**config.mk**
```make
export PLATFORM = sky130hd
export DESIGN_NAME = led_pattern_gen
export DESIGN_NICKNAME = d
export VERILOG_FILES = /design/src/rtl/led_pattern_gen.sv
export SDC_FILE = /design/constraint.sdc
export NUM_CORES = 1
export LEC_CHECK = 0
export ABC_CLOCK_PERIOD_IN_PS = 9500
export CAP_MARGIN = 15
export CORE_MARGIN = 8
export CORE_UTILIZATION = 39
export DETAILED_ROUTE_END_ITERATION = 10
export PLACE_DENSITY = 0.67
export RECOVER_POWER = 100
export SYNTH_ARGS = -nofsm -noshare
export SYNTH_HDL_FRONTEND = slang
export SYNTH_SLANG_ARGS = --single-unit
```
**constraint.sdc**
```tcl
create_clock -name clk -period 9.5 [get_ports clk]
set_input_delay 0.95 -clock clk [delete_from_list [all_inputs] [get_ports clk]]
set_output_delay 0.95 -clock clk [all_outputs]
set_load 0.03 [all_outputs]
```
**src/rtl/led_pattern_gen.sv**
```systemverilog
// led_pattern_gen: per-channel LED driver (off / on / blink / counted burst) with
// its own reset synchroniser and tick prescaler.
module led_pattern_gen #(
  parameter int CLK_FREQ_HZ = 50_000_000,
  parameter int TICK_HZ = 1000,
  parameter int NUM_LEDS = 4,
  parameter int PERIOD_W = 12,
  parameter bit LED_ACTIVE_LOW = 1'b0,
  localparam int CH_W = (NUM_LEDS > 1) ? $clog2(NUM_LEDS) : 1
) (
  input  logic                clk,
  input  logic                rst_n_async,
  input  logic                cfg_valid,
  output logic                cfg_ready,
  input  logic [CH_W-1:0]     cfg_ch,
  input  logic [1:0]          cfg_mode,
  input  logic [PERIOD_W-1:0] cfg_period,
  input  logic [PERIOD_W-1:0] cfg_on_time,
  input  logic [7:0]          cfg_count,
  output logic [NUM_LEDS-1:0] led,
  output logic [NUM_LEDS-1:0] busy
);
  localparam int TICK_DIV = CLK_FREQ_HZ / TICK_HZ;
  localparam int DIV_W = $clog2(TICK_DIV);
  typedef enum logic [1:0] {OFF = 2'd0, ON = 2'd1, BLINK = 2'd2, BURST = 2'd3} mode_e;
  logic [1:0] sync_q;
  logic rst_n;
  logic [DIV_W-1:0] div_q, div_d;
  logic tick, accept;
  mode_e mode_n;
  logic [PERIOD_W-1:0] per_n;
  always_ff @(posedge clk or negedge rst_n_async)
    if (!rst_n_async) sync_q <= '0;
    else sync_q <= {sync_q[0], 1'b1};
  assign rst_n = sync_q[1];
  assign cfg_ready = rst_n;
  assign accept = cfg_valid && cfg_ready;
  assign tick = div_q == DIV_W'(TICK_DIV - 1);
  assign div_d = tick ? '0 : div_q + DIV_W'(1);
  always_ff @(posedge clk or negedge rst_n)
    if (!rst_n) div_q <= '0;
    else div_q <= div_d;
  // An empty burst is indistinguishable from OFF, so store it that way.
  assign mode_n = (cfg_mode == BURST && cfg_count == 8'd0) ? OFF : mode_e'(cfg_mode);
  assign per_n = (cfg_period == '0) ? PERIOD_W'(1) : cfg_period;
  for (genvar c = 0; c < NUM_LEDS; c++) begin : g_ch
    mode_e mode_q, mode_d;
    logic [PERIOD_W-1:0] per_q, per_d, on_q, on_d, ph_q, ph_d;
    logic [7:0] cnt_q, cnt_d;
    logic led_q, led_d, busy_q, busy_d;
    logic wr, run, wrap;
    assign wr = accept && cfg_ch == CH_W'(c);
    assign run = mode_q == BLINK || mode_q == BURST;
    assign wrap = ph_q == per_q - PERIOD_W'(1);
    always_ff @(posedge clk or negedge rst_n)
      if (!rst_n) begin
        mode_q <= OFF;
        per_q <= PERIOD_W'(1);
        on_q <= '0;
        ph_q <= '0;
        cnt_q <= '0;
        led_q <= LED_ACTIVE_LOW;
        busy_q <= 1'b0;
      end else begin
        mode_q <= mode_d;
        per_q <= per_d;
        on_q <= on_d;
        ph_q <= ph_d;
        cnt_q <= cnt_d;
        led_q <= led_d ^ LED_ACTIVE_LOW;
        busy_q <= busy_d;
      end
    // A config beat overrides a coincident tick for its own channel.
    always_comb begin
      mode_d = mode_q;
      per_d = per_q;
      on_d = on_q;
      ph_d = ph_q;
      cnt_d = cnt_q;
      if (wr) begin
        mode_d = mode_n;
        per_d = per_n;
        on_d = cfg_on_time;
        ph_d = '0;
        cnt_d = cfg_count;
      end else if (tick && run) begin
        ph_d = wrap ? '0 : ph_q + PERIOD_W'(1);
        if (wrap && mode_q == BURST) begin
          cnt_d = cnt_q - 8'd1;
          mode_d = (cnt_q == 8'd1) ? OFF : BURST;
        end
      end
    end
    always_comb begin
      led_d = mode_q == ON || (run && ph_q < on_q);
      busy_d = run;
    end
    assign led[c] = led_q;
    assign busy[c] = busy_q;
  end
endmodule

```
# Yosys cells after proc, flatten, opt, wreduce, memory -nomap -nowiden
# Index checks and enable logic that the tools add are counted.
# word_totals
mem_count	0
regBits	210
rom_bits	0
ram_bits	0
latchBits	0
input_bits	39
wordCells	156
out_inout_bits	9
# op_classes
shift	0
bitwise_logic	0
n_lt_le_gt_ge	4
n_reduce_logical	41
mux	43
eq_ne	25
multipliers	0
n_addsub	13
div_mod_pow	0
# op_table
cell	count
two-way mux 12 bit	13
two-way mux 8 bit	12
adder 12 x 1 -> 12 bit, second input constant	4
== test 12 bit	4
less-than comparator 12 bit	4
subtractor 12 x 1 -> 12 bit, second input constant	4
two-way mux 2 bit	17
== test 8 x 1 -> 1 bit, second input constant	4
subtractor 8 x 1 -> 8 bit, second input constant	4
== test 2 bit, second input constant	11
logical AND 1 bit	18
adder 16 x 1 -> 16 bit, second input constant	1
== test 16 bit, second input constant	1
two-way mux 16 bit	1
nonzero test 2 bit	8
zero test 12 bit	1
== test 2 x 1 -> 1 bit, second input constant	5
zero test 8 bit	1
logical OR 1 bit	8
AND reduction 2 bit	4
zero test 2 bit	1

# Logic depth before layout (Yosys ltp)
# logic_depth
ltp_word	6
depth_mapped	11
depth_no_buf	9

# Least setup slack after synthesis
# No wires, ideal clock.
# synth_path
path_type	flip-flop to flip-flop
start	reg sync_q[1]
end	reg g_ch[3].cnt_q[6]
setup_time_ns	0.131
arrival_time_ns	7.194
period_less_slack_ns	7.326
slack_ns	2.174
n_path_buf	0
t_required_ns	9.369
path_stages_with_launch	5
path_cell_list	dfrtp_1 > nand4_1 > nand4_1 > mux2i_1 > or3_1
# synth_between
elab_chain_cells	4
word_cells_on_any_way	6
classes_between	mux: 1; reduce/logical: 5
# synth_rtl
item	line	text
from (decl)	26	logic [1:0] sync_q;
from (signal assigned)	34	else sync_q <= {sync_q[0], 1'b1};
logical AND 1 bit *	37	assign accept = cfg_valid && cfg_ready;
logical AND 1 bit *	52	assign wr = accept && cfg_ch == CH_W'(c);
nonzero test 2 bit (no line)	-	
AND reduction 2 bit (no line)	-	
to (signal assigned)	69	cnt_q <= cnt_d;
to (decl)	49	logic [7:0] cnt_q, cnt_d;
# Mark *: on every way between the ends. The rest lies on a longest branch, timed or not.
# A chain may end at the register's enable or synchronous reset.

# Final worst setup path
# layout_path
start	reg sync_q[1]
end	reg g_ch[3].ph_q[10]
# layout_between
elab_chain_cells	3
word_cells_on_any_way	4
classes_between	mux: 1; reduce/logical: 3
# layout_rtl
item	line	text
logical AND 1 bit *	37	
logical AND 1 bit *	52	
two-way mux 12 bit or nonzero test 2 bit (tied branches)	-	
to (signal assigned)	68	ph_q <= ph_d;
to (decl)	48	logic [PERIOD_W-1:0] per_q, per_d, on_q, on_d, ph_q, ph_d;
# Marks and branches as above.

==> impl_metrics.env <==
export IMPL_met3_usage=0.0249
export IMPL_synth_nets=1578
export IMPL_min_path_type="reg -> reg"
export IMPL_rr_worst_depth=8
export IMPL_synth_edf_count=0
export IMPL_clkSinkCount=210
export IMPL_cts_setup_buffers=0
export IMPL_status="finished, violations left"
export IMPL_antennaDiodeCount=0
export IMPL_final_area_mm2=0.0141
export IMPL_portBuffers=47
export IMPL_power_leakage_nw=6.22
export IMPL_fill_cells=3006
export IMPL_ys_seq_area_frac=0.418
export IMPL_place_congestion=0.885
export IMPL_ys_warn_count=0
export IMPL_period_minus_slack_ns=5.29
export IMPL_final_common_cell="nand2_1"
export IMPL_layout_drive_gt1_share=0.0446
export IMPL_cts_buffers=25
export IMPL_multi_input_area_mm2=0.00665
export IMPL_synth_cells=1478
export IMPL_num_vias=10800
export IMPL_dp_worst_setup_slack_ns=5.91
export IMPL_end_kind="register"
export IMPL_cp_required_ns=9.94
export IMPL_finalSetupViolations=0
export IMPL_ioPinCount=48
export IMPL_pwr_share_seq=0.424
export IMPL_setup_ws_ns=4.21
export IMPL_wl_per_cell_um=18.2
export IMPL_nets=1585
export IMPL_slew_viol_final=345
export IMPL_ys_types=71
export IMPL_p_int_mw=1.88
export IMPL_ctsHoldBuffers=0
export IMPL_h_tree_depth=1
export IMPL_firstDrtPassIters=5
export IMPL_die_area_mm2=0.0382
export IMPL_grt_util_met2=0.292
export IMPL_dpl_hpwl_mm=24.0
export IMPL_fmax_mhz=189
export IMPL_synth_seq_cells=210
export IMPL_cts_resized=0
export IMPL_hold_start="sync_q[0]"
export IMPL_maxCapViolations=7
export IMPL_totalWireLength_mm=34.7
export IMPL_startpoint="sync_q[1]"
export IMPL_post_dp_cell_area_mm2=0.0133
export IMPL_worstPathArrival_ns=5.74
export IMPL_grt_setup_unrepaired="false"
export IMPL_avgSynthCellArea_um2=8.51
export IMPL_grt_max_degree=172
export IMPL_cts_clk_slew_worst_paths_ns=0.05
export IMPL_grt_pass1_vias=10300
export IMPL_p_clk_frac=0.354
export IMPL_via_per_inst=5.67
export IMPL_drt_iter0_markers=833
export IMPL_placed_cells=1859
export IMPL_reg2reg_from="sync_q[1]"
export IMPL_rr_endpoint="g_ch[3].ph_q[10]"
export IMPL_ant_nets=0
export IMPL_rows=65
export IMPL_clk_latency_ns=0.52
export IMPL_core_area_mm2=0.0316
export IMPL_finalNonFillerCells=1905
export IMPL_die_y_um=196
export IMPL_setup_tns_final_ns=0
export IMPL_crit_type="reg -> reg"
export IMPL_cp_start_kind="register"
export IMPL_area_growth_pct=12.3
export IMPL_cts_tree="done"
export IMPL_synth_ff_type="dfrtp_1"
export IMPL_rrSetupSlack_ns=4.21
export IMPL_drc=0
export IMPL_die_w_um=196
export IMPL_seqCellArea_mm2=0.00526
export IMPL_finalCritPeriodShare=0.557
export IMPL_antenna_found_initial=0
export IMPL_grt_overflow_total=0
export IMPL_comb_power_share=0.222
export IMPL_track_usage=0.180
export IMPL_clockBufferDepth=3
export IMPL_start_util=0.397
export IMPL_worstMarginPinSlew_ns=2.30
export IMPL_swShare=0.316
export IMPL_ir_drop_v=0.000118
export IMPL_p_per_area_mw_per_mm2=194
export IMPL_violations="max-capacitance violations, max-slew violations"
export IMPL_p_switching_mw=0.867
export IMPL_grt_pass1_wl_mm=56.3
export IMPL_min_path_cells=0
export IMPL_crit_fanout=54
export IMPL_async_flop_share=1.00
export IMPL_worst_slew_margin_rel=-0.532
export IMPL_grtUsageMet1=0.246
export IMPL_syn_cell_area_mm2=0.0126
export IMPL_hold_violations=0
export IMPL_clock_root_buffer="clkbuf_16"
export IMPL_grt_busiest_layer="met2"
export IMPL_final_cell_mix="nand2_1, dfrtp_1, o21ai_0, inv_1, nand3_1"
export IMPL_whs_endpoint="sync_q[1]"
export IMPL_clock_skew_ns=0.00912
-- routing by layer --
metal / vias to the layer above / wire length [um]
met5: - / 0
li1: 5172 / -
met2: 294 / 16000
met4: 0 / 977
met1: 5270 / 15900
met3: 66 / 1790
-- cells by family (layout without fill, tap and decap cells) --
| kind of cell | count (synthesis) | count (layout) | synth area share |
|---|---|---|---|
| adders and majority gates | 61 | 61 | 0.0607 |
| AOI/OAI and AO/OA | 249 | 249 | 0.127 |
| DFF | 210 | 210 | 0.418 |
| and+or+nand+nor | 681 | 681 | 0.262 |
| buffers and inverters | 168 | 193 | 0.0528 |
| muxes | 24 | 24 | 0.0203 |
| xor gates and xnor gates | 84 | 84 | 0.0585 |
| other | 1 | 1 | 0.000298 |
-- synth_stat cells, drive strengths merged, types with 19 or more instances --
master	count	area, um2
clkbuf	64	240
nand2	285	1070
nor4	22	144
a21oi	30	150
nor2	79	297
ha	61	763
nand4	28	175
o21ai	97	485
nand2b	19	119
inv	90	338
a31oi	23	144
and3	26	163
nor3	37	185
nand3	83	415
dfrtp	206	5150
or3	36	225
xor2	38	333
xnor2	46	403
-- worst max-delay path by stage --
stage | cells after the start | end | slack [ns]
floorplan | 4 | g_ch[3].cnt_q[6] | 2.17
global placement | 8 | g_ch[3].ph_q[10] | 5.98
detailed placement | 8 | g_ch[3].ph_q[10] | 5.91
CTS | 9 | g_ch[1].cnt_q[5] | 6.12
global route | 8 | g_ch[3].ph_q[10] | 3.56
finish | 8 | g_ch[3].ph_q[10] | 4.21
-- final cells by class --
class	instances	share of cell area
sequential	210	0.373
clock buffer	40	0.0533
tap	402	0.0356
inverter	90	0.0239
timing repair buffer	58	0.0374
clock inverter	5	0.00576
multi-input combinational	1100	0.471
-- power groups by stage --
stage	Clock, mW	Sequential (mW)	Combinational (mW)
2_1_floorplan	0	1.13	0.477
3_3_place_gp	0	1.17	0.585
3_5_place_dp	0	1.18	0.608
4_1_cts	0.990	1.16	0.614
5_1_grt	1.03	1.18	0.687
6_report	0.972	1.16	0.608
-- per-stage QoR --
step                total power [mW]  hold WS, ns   util
global placement                1.76        0.339  0.422
detailed placement              1.79        0.341  0.422
floorplan                       1.60        0.331      -
CTS                             2.77        0.355  0.448
global route                    2.90        0.354  0.446
finish                          2.74        0.352  0.446
-- worst max-delay path, cell delays in order (launching register included) --
cell and delay, ns:
dfrtp_1 1.58, nand3_1 0.46, nor2_4 0.19, clkbuf_1 1.56, a21oi_1 0.31, clkbuf_1 0.37, or4_1 0.45, nand2_1 0.08
a32o_1 0.17
-- sequential cells by signal (all words and copies together) (netlist names) --
register / flops
sync_q: 2
g_ch.mode_q: 8
div_q: 16
g_ch.busy_q: 4
g_ch.ph_q: 48
g_ch.led_q: 4
g_ch.cnt_q: 32
g_ch.per_q: 48
g_ch.on_q: 48
Power figures use the tool's default switching activity.
==> patch, RTL diff (same flow settings) <==
The parameter `LED_ACTIVE_LOW` goes from 1'b0 to 1'b1.
--- a/src/rtl/led_pattern_gen.sv
+++ b/src/rtl/led_pattern_gen.sv
@@ -5,7 +5,7 @@
   parameter int TICK_HZ = 1000,
   parameter int NUM_LEDS = 4,
   parameter int PERIOD_W = 12,
-  parameter bit LED_ACTIVE_LOW = 1'b0,
+  parameter bit LED_ACTIVE_LOW = 1'b1,
   localparam int CH_W = (NUM_LEDS > 1) ? $clog2(NUM_LEDS) : 1
 ) (
   input  logic                clk,
Behaviour: not the same (Yosys sat finds a counterexample within 4 cycles, from zero or initial values and one cycle with rst_n_async low).
==> patch against the unedited design <==
The run still ends with max-capacitance violations, max-slew violations left. Synthesized area is 2.8% lower. Power is 1.6% lower. Clock power fell by 0.8%. Routed wire length down 6.3%. Die area down 2.6%. Sequential cell count unchanged. Setup slack worse by 350 ps. Combinational power down 5.6%. Final area fell by 2.3%.
==> patch: results (changes against the unedited design) <==
- Worst-margin pin slew: 2570 ps (+272 ps)
- Failing checks: max-capacitance violations, max-slew violations
- DRT iter0 DRCs: 825 (-0.96%)
- P_leak: 6.08 nW (-2.2%)
- VDD IR max: 0.118 mV (-0.38%)
- Multiplexer area fraction after synthesis: 0.00880 (-0.0115)
- Clock Skew: 6.77 ps (-2.35 ps)
- Met1 usage: 0.249 (+0.00256)
- Seq/Total Area, Yosys: 0.431 (+0.0124)
- Post-place setup slack: 5850 ps (-59.6 ps)
- Grt met3 use: 0.0237 (-0.00119)
- Fillcell total: 3003 (-0.10%)
- Vias in the first global route: 9678 (-6.0%)
- Status: finished with violations
- Xor/xnor share of the synthesized area: 0.0645 (+0.00598)
- Final Worst Setup Slack: 3860 ps (-346 ps)
- Reg2Reg Depth: 7 (-1)
- Max_cap viols: 6 (-1)
- Placer's final routability congestion estimate: 0.884 (about the same)
- Worst-path fanout max: 51 (-5.6%)
- Area contributors post-synth: dfrtp_1, nand2_1, ha_1, xnor2_1, o21ai_0
- First-pass GRT wire length: 52500 um (-6.8%)
- Reg2reg end: g_ch[2].ph_q[10]
- Routed wire length per instance: 17.6 um (-3.5%)
- Critical Path AT: 6040 ps (+300 ps)
- Gr usage total: 0.178 (-0.00273)
- Hpwl dp: 22700 um (-5.3%)
- Vias/cell: 5.47 (-3.5%)
- Largest net degree at the start of global routing: 74 (-57%)
- Routing usage on met2: 0.281 (-0.0105)
- Max-slew violation count: 284 (-18%)
- Synth Flop Type: dfrtp_1
- Post-synthesis adder-cell area fraction: 0.0633 (+0.00256)
-- patch: routing by layer --
metal,vias up,wire length [um]
met2,235,14700
li1,4952,-
met5,-,0
met3,59,1780
met1,4881,15000
met4,0,1060
-- patch: worst max path at each step --
stage / from / end / cells after the start
2_1_floorplan: sync_q[1] / g_ch[3].ph_q[10] / 3
3_3_place_gp: g_ch[0].per_q[3] / g_ch[0].cnt_q[2] / 7
3_5_place_dp: g_ch[0].per_q[3] / g_ch[0].cnt_q[2] / 7
4_1_cts: sync_q[1] / cfg_ready / 2
5_1_grt: sync_q[1] / g_ch[2].ph_q[10] / 7
6_report: sync_q[1] / g_ch[2].ph_q[10] / 7
-- patch: critical path, stage by stage, from the launching register on --
cell      delay, ps
dfrtp_1        1700
buf_4           680
nand3_1         240
nor2_2          120
clkbuf_1       1260
a21oi_1         620
nand2b_1        420
o311ai_0        380
-- patch: through the flow --
step           cells  cell area (um^2)  hold slack (ps)  total power, mW
6_report        1850             13800              347             2.70
2_1_floorplan   1413             12200              331             1.59
3_3_place_gp    1807             13000              332             1.73
3_5_place_dp    1807             13000              336             1.76
5_1_grt         1850             13800              357             2.86
4_1_cts         1849             13800              349             2.73
-- patch: layout make-up --
cell class / count / area [um^2] / share of cell area
Multi-Input combinational cell: 1053 / 6360 / 0.461
Sequential cell: 210 / 5270 / 0.382
Clock buffer: 33 / 696 / 0.0504
Timing Repair Buffer: 59 / 531 / 0.0385
Tap cell: 402 / 503 / 0.0365
Inverter: 84 / 315 / 0.0229
Clock inverter: 9 / 120 / 0.00871
-- patch: where the power goes --
group | leakage, nW | switching, mW | internal, mW
Combinational | 3.10 | 0.325 | 0.249
Sequential | 2.58 | 0.129 | 1.03
Clock | 0.407 | 0.374 | 0.590
